[src/rtl/alu_pkg.sv]
// Shared types for the execute-stage ALU: opcodes from ALUController,
// the handshake FSM states, and the shift-amount width for a 32-bit datapath.
package alu_pkg;

    localparam int XLEN    = 32;
    localparam int SHAMT_W = $clog2(XLEN);

    typedef enum logic [3:0] {
        OP_AND  = 4'b0000,
        OP_OR   = 4'b0001,
        OP_ADD  = 4'b0010,
        OP_XOR  = 4'b0011,
        OP_SLL  = 4'b0100,
        OP_SRL  = 4'b0101,
        OP_SUB  = 4'b0110,
        OP_SRA  = 4'b0111,
        OP_EQ   = 4'b1000,
        OP_NE   = 4'b1001,
        OP_GE   = 4'b1010,
        OP_LT   = 4'b1100,
        OP_JUMP = 4'b1101
    } alu_op_e;

    typedef enum logic [1:0] {
        IDLE  = 2'd0,
        SHIFT = 2'd1,
        DONE  = 2'd2
    } alu_state_e;

endpackage

[src/rtl/alu_ex_stage_comb_ops.sv]
// Single-cycle ALU functions: logic, add/sub and signed/equality compares.
// Shift opcodes and unassigned codes yield zero here; shifts are handled by the stage.
module alu_comb_ops
    import alu_pkg::*;
#(
    parameter int DATA_WIDTH = 32
) (
    input  logic [3:0]            operation,
    input  logic [DATA_WIDTH-1:0] a,
    input  logic [DATA_WIDTH-1:0] b,
    output logic [DATA_WIDTH-1:0] y
);

    always_comb begin
        y = '0;
        case (operation)
            OP_AND:  y = a & b;
            OP_OR:   y = a | b;
            OP_ADD:  y = a + b;
            OP_XOR:  y = a ^ b;
            OP_SUB:  y = a - b;
            OP_EQ:   y = DATA_WIDTH'(a == b);
            OP_NE:   y = DATA_WIDTH'(a != b);
            OP_GE:   y = DATA_WIDTH'($signed(a) >= $signed(b));
            OP_LT:   y = DATA_WIDTH'($signed(a) <  $signed(b));
            OP_JUMP: y = DATA_WIDTH'(1);
            default: y = '0;
        endcase
    end

endmodule

[src/rtl/alu_ex_stage.sv]
// Execute-stage ALU with valid/ready handshake. Non-shift ops finish in one cycle;
// shifts iterate SHIFT_STEP bit positions per cycle in the SHIFT state.
module alu_ex_stage
    import alu_pkg::*;
#(
    parameter int DATA_WIDTH = 32,
    parameter int SHIFT_STEP = 1
) (
    input  logic                  clk,
    input  logic                  reset,
    input  logic                  in_valid,
    output logic                  in_ready,
    input  logic [3:0]            operation,
    input  logic [DATA_WIDTH-1:0] src_a,
    input  logic [DATA_WIDTH-1:0] src_b,
    output logic                  out_valid,
    input  logic                  out_ready,
    output logic [DATA_WIDTH-1:0] result,
    output logic                  busy
);

    localparam int SHW    = $clog2(DATA_WIDTH);
    // One extra bit so SHIFT_STEP == DATA_WIDTH is representable.
    localparam int STEP_W = SHW + 1;
    localparam logic [STEP_W-1:0] STEP_MAX = STEP_W'(SHIFT_STEP);

    alu_state_e            state_q, state_d;
    logic [DATA_WIDTH-1:0] result_q, result_d;
    logic [DATA_WIDTH-1:0] acc_q, acc_d;
    logic [SHW-1:0]        count_q, count_d;
    logic [3:0]            shop_q, shop_d;

    logic [DATA_WIDTH-1:0] comb_y;
    logic [DATA_WIDTH-1:0] acc_shifted;
    logic [SHW-1:0]        shamt;
    logic [STEP_W-1:0]     count_ext;
    logic [STEP_W-1:0]     step;
    logic                  accept;
    logic                  is_shift;

    alu_comb_ops #(
        .DATA_WIDTH(DATA_WIDTH)
    ) u_comb_ops (
        .operation(operation),
        .a        (src_a),
        .b        (src_b),
        .y        (comb_y)
    );

    assign in_ready  = (state_q == IDLE) || ((state_q == DONE) && out_ready);
    assign out_valid = (state_q == DONE);
    assign busy      = (state_q == SHIFT);
    assign result    = result_q;
    assign accept    = in_valid && in_ready;
    assign shamt     = src_b[SHW-1:0];
    assign is_shift  = (operation == OP_SLL) || (operation == OP_SRL) || (operation == OP_SRA);

    // One iteration of the shifter: never move past the remaining count.
    always_comb begin
        count_ext = {1'b0, count_q};
        step      = (count_ext < STEP_MAX) ? count_ext : STEP_MAX;
        case (shop_q)
            OP_SLL:  acc_shifted = acc_q << step;
            OP_SRA:  acc_shifted = $unsigned($signed(acc_q) >>> step);
            default: acc_shifted = acc_q >> step;
        endcase
    end

    always_comb begin
        state_d  = state_q;
        result_d = result_q;
        acc_d    = acc_q;
        count_d  = count_q;
        shop_d   = shop_q;
        case (state_q)
            SHIFT: begin
                acc_d   = acc_shifted;
                count_d = SHW'(count_ext - step);
                if (count_d == '0) begin
                    result_d = acc_shifted;
                    state_d  = DONE;
                end
            end
            default: begin
                if ((state_q == DONE) && out_ready) begin
                    state_d = IDLE;
                end
                if (accept) begin
                    if (is_shift && (shamt != '0)) begin
                        acc_d   = src_a;
                        count_d = shamt;
                        shop_d  = operation;
                        state_d = SHIFT;
                    end else begin
                        result_d = is_shift ? src_a : comb_y;
                        state_d  = DONE;
                    end
                end
            end
        endcase
    end

    always_ff @(posedge clk or posedge reset) begin
        if (reset) begin
            state_q  <= IDLE;
            result_q <= '0;
            acc_q    <= '0;
            count_q  <= '0;
            shop_q   <= '0;
        end else begin
            state_q  <= state_d;
            result_q <= result_d;
            acc_q    <= acc_d;
            count_q  <= count_d;
            shop_q   <= shop_d;
        end
    end

endmodule

[config.mk]
export PLATFORM = sky130hd
export DESIGN_NAME = alu_ex_stage
export DESIGN_NICKNAME = d
export VERILOG_FILES = /design/src/rtl/alu_pkg.sv /design/src/rtl/alu_ex_stage_comb_ops.sv /design/src/rtl/alu_ex_stage.sv
export SDC_FILE = /design/constraint.sdc
export NUM_CORES = 1
export LEC_CHECK = 0
export BUFFER_PORTS_ARGS = -buffer_cell sky130_fd_sc_hd__clkbuf_2
export CAP_MARGIN = 20
export CORE_ASPECT_RATIO = 2
export CORE_UTILIZATION = 29
export CTS_CLUSTER_DIAMETER = 30
export DETAILED_ROUTE_END_ITERATION = 7
export MAX_ROUTING_LAYER = met4
export PLACE_DENSITY_LB_ADDON = 0.1
export REMOVE_ABC_BUFFERS = 1
export SLEW_MARGIN = 10
export SYNTH_ARGS = -nofsm -noshare
export SYNTH_HDL_FRONTEND = slang
export SYNTH_SLANG_ARGS = --single-unit
[constraint.sdc]
create_clock -name clk -period 3.2 [get_ports clk]
set_input_delay 0.48 -clock clk [delete_from_list [all_inputs] [get_ports clk]]
set_output_delay 0.48 -clock clk [all_outputs]
set_load 0.03 [all_outputs]
After elaboration in Yosys (flattened, before gate mapping)

Cells that the tools add are included.

Output and inout port bits: 35
Bits in registers: 75
Word-level logic and storage cells: 74
Input port bits: 72

Add/sub/neg operators: 3
Reductions and logical operators: 17
Bitwise operators: 4
$lt $le $gt $ge: 3
Muxes and demuxes: 19
Shift-type cells: 3
Eq/ne operators: 20

Operators by type and width:

| operator                                             | count |
|---|---|
| one-hot mux 32 bit (10 select lines)                 | 1 |
| 2-to-1 mux 32 bit                                    | 8 |
| one-hot mux 32 bit (2 select lines)                  | 1 |
| adder 32 bit                                         | 1 |
| bitwise AND 32 bit                                   | 1 |
| equality test 32 bit                                 | 1 |
| greater-or-equal comparator 32 bit                   | 1 |
| < comparator 32 bit                                  | 1 |
| != test 32 bit                                       | 1 |
| bitwise OR 32 bit                                    | 1 |
| << shifter 32 x 5 -> 32 bit                          | 1 |
| >> shifter 32 x 5 -> 32 bit                          | 1 |
| >>> shifter 32 x 5 -> 32 bit                         | 1 |
| subtractor 32 bit                                    | 1 |
| XOR 32 bit                                           | 1 |
| equality test 4 x 3 -> 1 bit (second input constant) | 6 |
| equality test 4 bit (second input constant)          | 5 |
| 2-to-1 mux 5 bit                                     | 4 |
| 2-to-1 mux 2 bit                                     | 5 |
| equality test 4 x 2 -> 1 bit (second input constant) | 2 |
| AND reduction 3 bit                                  | 2 |
| zero test 5 bit                                      | 1 |
| < comparator 5 x 1 -> 1 bit (second input constant)  | 1 |
| nonzero test 5 bit                                   | 1 |
| other kinds (14)                                     | 20 |

Logic depth before layout (Yosys ltp)

Gate-level depths: netlist (run 1).

Word-level depth: 7
Gate-level depth with buffers: 12
Mapped depth without buffers: 12

Hierarchy

From an unflattened synthesis (run 1), not the netlist that was laid out.

Cells, all modules: 1264
Area total of the unflattened synthesis: 9854.5 sq um

By module, submodules not included:

| module       | area each (sq um) | sequential area each (sq um) | times used | cells an instance |
|---|---|---|---|---|
| alu_comb_ops | 5343.9            | 0.0                          | 1          | 809 |
| alu_ex_stage | 4510.6            | 1876.8                       | 1          | 455 |

Worst setup path after synthesis (run 1)

Ideal clock, no wire load.

Path type: input port to flip-flop
Start point: input src_a[16]
End point: register result_q[25], in the netlist result[25]
Arrival: 3000 ps
Buffers on the path: 0
Setup time: 134 ps
Stages on the path: 10
Slack: 66 ps
Data required time: 3066 ps
Cells stage by stage: inv_1 > ha_1 > or4_1 > or3_1 > or4_1 > nor4_1 > nor3_1 > xnor2_1 > a2111oi_0 > a21oi_1

Cells in the longest elaborated chain, start to end: 6
Elaborated cells between the ends (all ways): 7
Those cells by class: add/sub (2); mux (5)

Ends and longest elaborated chain:

| item                                                     | RTL line                                                 | RTL |
|---|---|---|
| start, declared                                          | alu_ex_stage.sv:14                                       | `input logic [DATA_WIDTH-1:0] src_a,` |
| subtractor 32 bit / adder 32 bit (equally long branches) | alu_ex_stage_comb_ops.sv:21, alu_ex_stage_comb_ops.sv:19 |  |
| one-hot mux 32 bit (10 select lines) (*)                 | alu_ex_stage_comb_ops.sv:16                              | `case (operation)` |
| 2-to-1 mux 32 bit (*)                                    | alu_ex_stage.sv:95                                       | `result_d = is_shift ? src_a : comb_y;` |
| 2-to-1 mux 32 bit (*)                                    | alu_ex_stage.sv:89                                       | `if (is_shift && (shamt != '0)) begin` |
| 2-to-1 mux 32 bit (*)                                    | alu_ex_stage.sv:88                                       | `if (accept) begin` |
| 2-to-1 mux 32 bit (*)                                    | alu_ex_stage.sv:75                                       | `case (state_q)` |
| end signal, assigned                                     | alu_ex_stage.sv:112                                      | `result_q <= result_d;` |
| end, declared                                            | alu_ex_stage.sv:28                                       | `logic [DATA_WIDTH-1:0] result_q, result_d;` |

Every way passes the cells marked *; elsewhere a longest branch is shown, timed or not. The select of a mux whose other input is x is not followed.
A chain may end at the register's enable or synchronous reset.

Worst setup path after layout (run 1)

Start point: input src_b[17]
End point: register result_q[30], in the netlist result[30]

Cells in the longest elaborated chain, start to end: 6
Elaborated cells between the ends (all ways): 7
Those cells by class: add/sub (2); mux (5)

Ends and longest elaborated chain:

| item                                                     | RTL line                                                 | RTL |
|---|---|---|
| start, declared                                          | alu_ex_stage.sv:15                                       | `input logic [DATA_WIDTH-1:0] src_b,` |
| subtractor 32 bit / adder 32 bit (equally long branches) | alu_ex_stage_comb_ops.sv:21, alu_ex_stage_comb_ops.sv:19 |  |
| one-hot mux 32 bit (10 select lines) (*)                 | alu_ex_stage_comb_ops.sv:16                              |  |
| 2-to-1 mux 32 bit (*)                                    | alu_ex_stage.sv:95                                       |  |
| 2-to-1 mux 32 bit (*)                                    | alu_ex_stage.sv:89                                       |  |
| 2-to-1 mux 32 bit (*)                                    | alu_ex_stage.sv:88                                       |  |
| 2-to-1 mux 32 bit (*)                                    | alu_ex_stage.sv:75                                       |  |

Marked as above.

==> results of run 1 <==
==> critical path: stages <==
cell and delay, ns:
clkbuf_2 0.09, inv_1 0.05, ha_1 0.38, buf_4 0.26, nand4_1 0.19, nor4_2 0.26
nand4_1 0.20, a31oi_1 0.20, buf_4 0.16, o21ai_1 0.14, o41ai_2 0.42, buf_4 0.18
xor2_1 0.14, nand2_1 0.07, a31oi_1 0.17
==> where the power goes <==
group | switching (uW) | internal, uW
combinational | 891 | 637
sequential | 28.3 | 980
clock | 506 | 607
==> synth_stat cells (10+ instances only) <==
library cell,instances
o21ai_0,104
mux2i_1,36
a221oi_1,25
clkbuf_1,58
nand4_1,11
nand3_1,16
a211o_1,11
a211oi_1,21
nand2_1,90
a22oi_1,25
xnor2_1,18
ha_1,98
a21o_1,26
a31oi_1,10
o211ai_1,15
nor4_1,17
nor2b_1,14
buf_2,11
o21bai_1,15
a221o_1,17
dfrtp_1,75
nand2b_1,12
nor3_1,30
a21oi_1,139
nor2_1,121
inv_1,104
==> cell families after synthesis <==
| family | after synthesis | synth area share (%) |
|---|---|---|
| AO/OA/AOI/OAI | 498 | 34.4 |
| AND/OR/NAND/NOR | 357 | 17.6 |
| buffers and inverters | 195 | 9.28 |
| adder cells (fa/ha/maj) | 100 | 13.2 |
| flip-flops | 75 | 19.6 |
| multiplexers | 40 | 4.22 |
| XOR/XNOR | 20 | 1.82 |
==> area by class of cell <==
| type | count | area (um^2) | share of cell area (%) |
|---|---|---|---|
| multi-input combinational | 1015 | 6960 | 55.7 |
| timing repair buffer | 346 | 2420 | 19.4 |
| sequential | 75 | 1880 | 15.0 |
| tap | 427 | 534 | 4.28 |
| inverter | 106 | 399 | 3.20 |
| clock buffer | 10 | 229 | 1.83 |
| clock inverter | 6 | 66.3 | 0.531 |
==> repair_timing <==
action,in CTS,in global routing
pin swaps,1,4
resized for setup,1,14
endpoints found under the hold margin,0,0
gates cloned,0,0
endpoints found under the setup margin,1,9
setup buffers,0,1
==> final timing paths <==
kind | endpoint | cells after the start
hold / removal | acc_q[31] | 2
max in group asynchronous | result[16] | 3
setup / recovery | result[30] | 15
min in group clk | acc_q[28] | 2
hold reg to reg | result[6] | 1
setup reg to reg | result[24] | 9
==> flip-flops by register name, summed over array words and instances (netlist names) <==
name and flops:
count_q 5, state_q 2, result 32, acc_q 32, shop_q 4
==> metal layers <==
metal | vias up | part of all wire (%) | track usage (%)
met5 | - | 0 | -
met4 | 0 | 7.4 | 19.5
met3 | 137 | 2.8 | 3.13
met2 | 295 | 56 | 54.1
met1 | 5335 | 34 | 26.7
li1 | 5241 | - | -
==> metrics by stage <==
stage	cell area [um^2]	hold WS (ns)	utilization, %	power, uW	worst slack (ns)
6_report	12500	0.118	38.6	3650	0.130
5_1_grt	12500	0.148	38.6	3820	0.00926
4_1_cts	12400	0.110	38.3	3660	0.00914
3_5_place_dp	12100	0.465	37.4	2520	-0.409
3_3_place_gp	12100	0.454	37.4	2520	-0.441
2_1_floorplan	9110	0.441	-	1790	-2.79
==> impl_metrics.toml, run 1 <==
[outcome]
status = "finished, final reports clean"

[grt]
grt_usage_pct = 28.9
grt_pass1_vias = 11600
antenna_found_initial = 0
grt_pass1_wl_mm = 68.8
gr-total-overflow = 0
grt_start_max_net_pins = 55

[cells_and_area]
final_common_cell = "buf_4"
antenna_cells = 0
layout.cells.non_filler = 1985
syn2layout_area_growth_pct = 30.0
layout.filler_cells = 3637
finalNetCount = 1725
final_cell_mix = "buf_4, a21oi_1, nor2_1, clkbuf_2, o21ai_0"
layout-drive-gt1-share_pct = 26.4

[synth]
netlist_instances = 1285
synth_edf_count = 0
ys_top_cells_by_area = "dfrtp_1, ha_1, a21oi_1"
synth_async_sr_flop_share_pct = 100
synth_flop_cell = "dfrtp_1"
ys_seq_elements = 75
syn_area_um2 = 9600
yosysWarnings = 0
netlist.area_leader.share_pct = 19.6
yosys.cell_types.count = 80
syn_area_per_cell_um2 = 7.47
yosys.area.top_type = "dfrtp_1"
seq_area_frac_synth_pct = 19.6

[pwr]
vdd_drop_max_uv = 278
leakage_uw = 0.00588
power.density_nw_per_um2 = 292

[routing]
first_pass_iters = 5
wl_per_cell_um = 23.1
drt_wl_total_mm = 45.9
via_per_inst = 5.55
vias = 11000
antenna_left = 0
drt_iter0_markers = 628
drc = 0

[timing]
slew_headroom_pct = 54.6
min_period_over_period_pct = 95.9
fmax_mhz = 326
rsz0062_at_grt = "false"
finClkSkew_ns = 0.0167
maxSlewViolCount = 0
worstMarginPinSlew_ns = 0.682
final-hold-violation-count = 0
setup_viol = 0
setup_tns_ns = 0
fin_crit_ns = 3.07

[floorplanning]
dieArea_um2 = 33900
core_area_um2 = 32300
start_util_pct = 29.7
io_pins = 107
die_x_um = 131
chipHeight_um = 259
rows = 93

[critical_path]
worst-setup-path-type = "in2reg"
timing.critical_path.from = "src_b[17]"
rrSetupSlack_ns = 0.36
endpoint_kind = "flip-flop"
r2r_start = "count_q[1]"
worst_ep_arrival_time_ns = 3.37
cp_max_fo = 12
crit_required_ns = 3.50
startpoint_type = "input pin"

[flow_run]
maxCapViolCount = 0

[placement]
portBuffers = 106
gp_congestion = 0.979
dp_hpwl_mm = 36.4
dp_cells = 1968

[worst_hold_path]
hold_class = "in2async"

[clock_network]
root_buffer = "clkbuf_16"
cts.sinks = 75
cts_tree = "yes"
ctsHoldBuffers = 0
max-clock-path-buffers = 2
htreeDepth = 3
path_clk_slew_ns = 0.08
cts-buffers-inserted = 9
clk_latency_ns = 0.38
(Power assumes the default switching activity.)
==> run 2, diff against run 1 <==
HOLD_SLACK_MARGIN = 0.05   (was not set)
SYNTH_HIERARCHICAL = 1   (was not set)
==> impl_metrics.toml, run 2 <==
[outcome]
status = "complete, but fails checks"
violations = "setup timing"

[floorplanning]
die_x_um = 132
start_util_pct = 29.4
chipHeight_um = 263
core_area_um2 = 33500
rows = 95
io_pins = 107
dieArea_um2 = 34800

[timing]
rsz0062_at_grt = "true"
fin_crit_ns = 3.44
setup_slack_ns = -0.241
final-hold-violation-count = 0
slew_headroom_pct = 20.0
maxSlewViolCount = 0
worstMarginPinSlew_ns = 1.20
fmax_mhz = 291
finClkSkew_ns = 0.00832
min_period_over_period_pct = 108
setup_viol = 17

[critical_path]
r2r_cells = 9
worst-setup-path-type = "in2reg"
rrSetupSlack_ns = 0.47
crit_required_ns = 3.46
cp_max_fo = 4
worst_ep_arrival_time_ns = 3.70
startpoint_type = "input pin"
r2r_start = "count_q[1]"
worstReg2RegEnd = "result[18]"
endpoint_kind = "flip-flop"

[clock_network]
cts-buffers-inserted = 9
cts_tree = "yes"
path_clk_slew_ns = 0.07
htreeDepth = 3
clk_latency_ns = 0.38
root_buffer = "clkbuf_16"
cts.sinks = 75
max-clock-path-buffers = 2

[synth]
netlist.area_leader.share_pct = 19.0
syn_area_per_cell_um2 = 7.80
ys_seq_elements = 75
ys_top_cells_by_area = "dfrtp_1, ha_1, mux2i_1"
synth_async_sr_flop_share_pct = 100
seq_area_frac_synth_pct = 19.0
netlist_instances = 1264
yosysMostFrequentCell = "nor2_1"
synth_flop_cell = "dfrtp_1"
yosys.cell_types.count = 89
synth_edf_count = 0
syn_area_um2 = 9850
yosysWarnings = 6
yosys.area.top_type = "dfrtp_1"
yosys-top-cells-count = "nor2_1, inv_1, ha_1, a21oi_1, dfrtp_1"

[grt]
grt_usage_pct = 26.2
antenna_found_initial = 0
grt_start_max_net_pins = 51
grt_pass1_wl_mm = 67.2
gr-total-overflow = 0
grt_pass1_vias = 11800

[cells_and_area]
finalNetCount = 1788
layout.filler_cells = 3544
layout.cells.non_filler = 2056
ff_latch_area_um2 = 1880
multi_input_area_um2 = 7710
layout-drive-gt1-share_pct = 37.7
syn2layout_area_growth_pct = 43.3
final_common_cell = "buf_4"
antenna_cells = 0
final_cell_mix = "buf_4, nor2_1, inv_1, clkbuf_2, ha_1"

[flow_run]
maxCapViolCount = 0

[pwr]
p_switching_uw = 1400
leakage_uw = 0.00663
pwr-share-clk_pct = 31.0
seqPwrFrac_pct = 24.5
switching_share_pct = 36.1
vdd_drop_max_uv = 269
finalPower_uw = 3880
internal_power_uw = 2480
power.density_nw_per_um2 = 274
pwr-share-comb_pct = 44.5

[routing]
wl_per_cell_um = 21.5
vias = 11200
drc = 0
via_per_inst = 5.45
antenna_left = 0
first_pass_iters = 5
drt_wl_total_mm = 44.1
drt_iter0_markers = 459

[placement]
portBuffers = 106
dp_cells = 2015
dp_hpwl_mm = 34.0
gp_congestion = 0.928

[worst_hold_path]
hold_class = "in2async"
-- run 2: cell families (layout without fill, tap and decap cells) --
group / Yosys count / in the layout / synth area share [%]
multiplexers: 90 / 90 / 9.68
XOR/XNOR: 5 / 5 / 0.444
flip-flops: 75 / 75 / 19.0
buffers and inverters: 213 / 569 / 9.73
adder cells (fa/ha/maj): 101 / 101 / 13.0
AND/OR/NAND/NOR: 334 / 334 / 16.7
AO/OA/AOI/OAI: 446 / 446 / 31.4
-- run 2: what timing repair did --
| action | in CTS | in global routing |
|---|---|---|
| endpoints found under the setup margin | 21 | 22 |
| hold buffers | 0 | 0 |
| resized for setup | 110 | 61 |
| setup buffers | 16 | 13 |
| pin swaps | 52 | 58 |
-- run 2: worst max-delay path, stage by stage --
cell and delay, ns:
clkbuf_2 0.12, inv_2 0.05, ha_4 0.30, nor2b_4 0.05
o311ai_4 0.29, o211ai_1 0.23, a2111oi_4 0.46, buf_4 0.20
o32ai_4 0.08, a211oi_4 0.38, o211ai_1 0.19, mux2i_1 0.18
o221ai_1 0.14, mux2i_1 0.19, a32oi_1 0.07, mux2_4 0.28
-- run 2: layout make-up --
class / instances / area share, %
Sequential cell: 75 / 13.3
Multi-Input combinational cell: 976 / 54.6
Timing Repair Buffer: 429 / 22.5
Tap cell: 436 / 3.86
Clock inverter: 5 / 0.603
Inverter: 124 / 3.45
Clock buffer: 11 / 1.72
-- run 2: power groups by stage --
| stage | Sequential, uW | Combinational, uW | Clock, uW |
|---|---|---|---|
| 6_report | 948 | 1720 | 1200 |
| 5_1_grt | 947 | 1860 | 1270 |
| 4_1_cts | 947 | 1640 | 1260 |
| 3_5_place_dp | 966 | 1500 | 0 |
| 3_3_place_gp | 966 | 1500 | 0 |
| 2_1_floorplan | 966 | 734 | 0 |
-- run 2: worst max-delay path by stage --
| stage | startpoint | end | slack, ns | cells past startpoint |
|---|---|---|---|---|
| 3_5_place_dp | src_a[0] | result[30] | -1.01 | 16 |
| 5_1_grt | src_b[1] | result[31] | -0.32 | 17 |
| 4_1_cts | src_b[0] | result[30] | -0.25 | 16 |
| 2_1_floorplan | operation[0] | acc_q[13] | -1.06 | 5 |
| 6_report | src_a[2] | result[31] | -0.24 | 16 |
| 3_3_place_gp | src_a[0] | result[30] | -0.94 | 16 |
-- run 2: through the flow --
stage	TNS, ns	setup slack [ns]	hold slack, ns	cell area [um^2]	utilization (%)
floorplan	-41.43	-1.06	0.451	9360	-
global placement	-15.72	-0.945	0.489	12800	38.2
detailed placement	-16.19	-1.01	0.491	12800	38.2
CTS	-1.81	-0.252	0.187	13800	41.1
global route	-3.89	-0.317	0.231	14100	42.1
finish	-2.11	-0.241	0.173	14100	42.1
-- run 2: layer usage --
layer | track usage [%] | part of all wire, % | vias up
li1 | - | - | 5302
met1 | 24.0 | 35 | 5476
met2 | 51.6 | 57 | 303
met3 | 3.03 | 2.8 | 117
met4 | 13.9 | 5.2 | 0
met5 | - | 0 | -
==> run 3, diff against run 2 <==
SETUP_SLACK_MARGIN = 0.15   (was not set)
SKIP_CTS_REPAIR_TIMING = 1   (was not set)
==> impl_metrics.toml, run 3 (synthesized netlist as in run 2, its figures left out) <==
[cells_and_area]
layout.filler_cells = 3542
antenna_cells = 0
layout-drive-gt1-share_pct = 37.2
syn2layout_area_growth_pct = 42.7
final_cell_mix = "buf_4, nor2_1, inv_1, clkbuf_2, ha_1"
post-route-util_pct = 41.9
final_common_cell = "buf_4"
finalNetCount = 1785
layout.cells.non_filler = 2053

[placement]
portBuffers = 106
gp_congestion = 0.928
dp_hpwl_mm = 34.0
dp_cells = 2015
dp_worst_setup_slack_ns = -1.01

[critical_path]
cp.depth = 17
max_stage_delay_ns = 0.41
cp_max_fo = 5
worstReg2RegEnd = "result[18]"
cp-endpoint = "result[27]"
worst_ep_arrival_time_ns = 3.80
crit_slowest_cell = "a211oi_4"
startpoint_type = "input pin"
crit_required_ns = 3.52
cp.buffers_inverters = 4
crit_family = "compound AO/OA/AOI/OAI gates"
crit_path_cell_trace = "buf_6 > buf_6 > ha_4 > nor2b_4 > o311ai_4 > o211ai_1 > buf_4 > a2111oi_4 > buf_4 > o32ai_4 > a211oi_4 > o311a_1 > mux2_4 > o21ai_2 > mux2i_1 > o22ai_1 > mux2_4"
endpoint_kind = "flip-flop"
timing.critical_path.from = "src_a[1]"
r2r_cells = 9
r2r_start = "count_q[1]"
rrSetupSlack_ns = 0.46
worst-setup-path-type = "in2reg"

[floorplanning]
io_pins = 107
chipHeight_um = 263
rows = 95
dieArea_um2 = 34800
core_area_um2 = 33500
start_util_pct = 29.4
die_x_um = 132

[timing]
fin_crit_ns = 3.48
final-hold-violation-count = 0
rsz0062_at_grt = "true"
min_period_over_period_pct = 109
holdWs_ns = 0.171
finClkSkew_ns = 0.0134
slew_headroom_pct = 23.9
setup_viol = 16
setup_slack_ns = -0.279
maxSlewViolCount = 0
fmax_mhz = 287
worstMarginPinSlew_ns = 1.14

[pwr]
pwr-share-clk_pct = 31.3
vdd_drop_max_uv = 270
leakage_uw = 0.00660
finalPower_uw = 3860
seqPwrFrac_pct = 24.5
pwr-share-comb_pct = 44.2
internal_power_uw = 2460
switching_share_pct = 36.1
power.density_nw_per_um2 = 275
p_switching_uw = 1400

[clock_network]
cts_tree = "yes"
htreeDepth = 3
path_clk_slew_ns = 0.07
cts-buffers-inserted = 9
root_buffer = "clkbuf_16"
cts.sinks = 75
max-clock-path-buffers = 2
clk_latency_ns = 0.38

[grt]
grt_usage_pct = 25.7
antenna_found_initial = 0
grt_start_max_net_pins = 51
gr-total-overflow = 0
grt_pass1_wl_mm = 65.5
grt_pass1_vias = 11600

[routing]
drt_iter0_markers = 482
wl_per_cell_um = 21.3
antenna_left = 0
drt_wl_total_mm = 43.8
via_per_inst = 5.42
first_pass_iters = 5
drc = 0
vias = 11100

[worst_hold_path]
hold_class = "in2async"

[flow_run]
maxCapViolCount = 0

[outcome]
violations = "setup timing"
status = "complete, but fails checks"
-- run 3: cell types whose count changed in the layout (fill, tap and decap cells not counted), sizes merged --
cell    previous run  this run
clkbuf           113       109
buf              327       328
-- run 3: per-stage QoR --
step / area [um^2] / setup TNS (ns)
3_3_place_gp: 12800 / -15.72
5_1_grt: 14100 / -3.94
2_1_floorplan: 9360 / -41.43
4_1_cts: 13100 / -6.73
3_5_place_dp: 12800 / -16.19
6_report: 14100 / -2.31
-- run 3: worst min-delay path by stage --
stage / to / slack [ns] / cells past startpoint
CTS: count_q[2] / 0.19 / 2
global placement: result[17] / 0.49 / 1
detailed placement: shop_q[2] / 0.49 / 1
global route: count_q[2] / 0.23 / 2
floorplan: shop_q[2] / 0.45 / 1
finish: count_q[2] / 0.17 / 2
-- run 3: area by class of cell --
type                    instances  area, um^2  share of cell area (%)
clock buffers                  11         243                    1.73
multi-input cells             976        7680                    54.6
inverters                     124         487                    3.46
well taps                     436         546                    3.88
repair buffers                426        3140                    22.3
flip-flops and latches         75        1880                    13.3
clock inverters                 5        85.1                   0.605
-- run 3: power groups by stage --
stage	clock network (uW)	registers [uW]	logic (uW)
global route	1280	947	1840
finish	1210	948	1710
detailed placement	0	966	1500
floorplan	0	966	734
CTS	1260	947	1510
global placement	0	966	1500
-- run 3: worst register-to-register path, cell delays in order, from the launching register on --
cell,delay (ns)
dfrtp_1,0.44
nor2_1,0.26
a21o_1,0.19
ha_1,0.24
nor2_1,0.07
xnor2_1,0.15
o211ai_1,0.19
o22ai_4,0.39
buf_12,0.29
mux2_2,0.41
-- run 3: layer usage --
| metal | track usage [%] | part of all wire (%) |
|---|---|---|
| met2 | 50.5 | 57 |
| met3 | 2.89 | 2.6 |
| met1 | 23.3 | 35 |
| met5 | - | 0 |
| met4 | 14.2 | 5.3 |
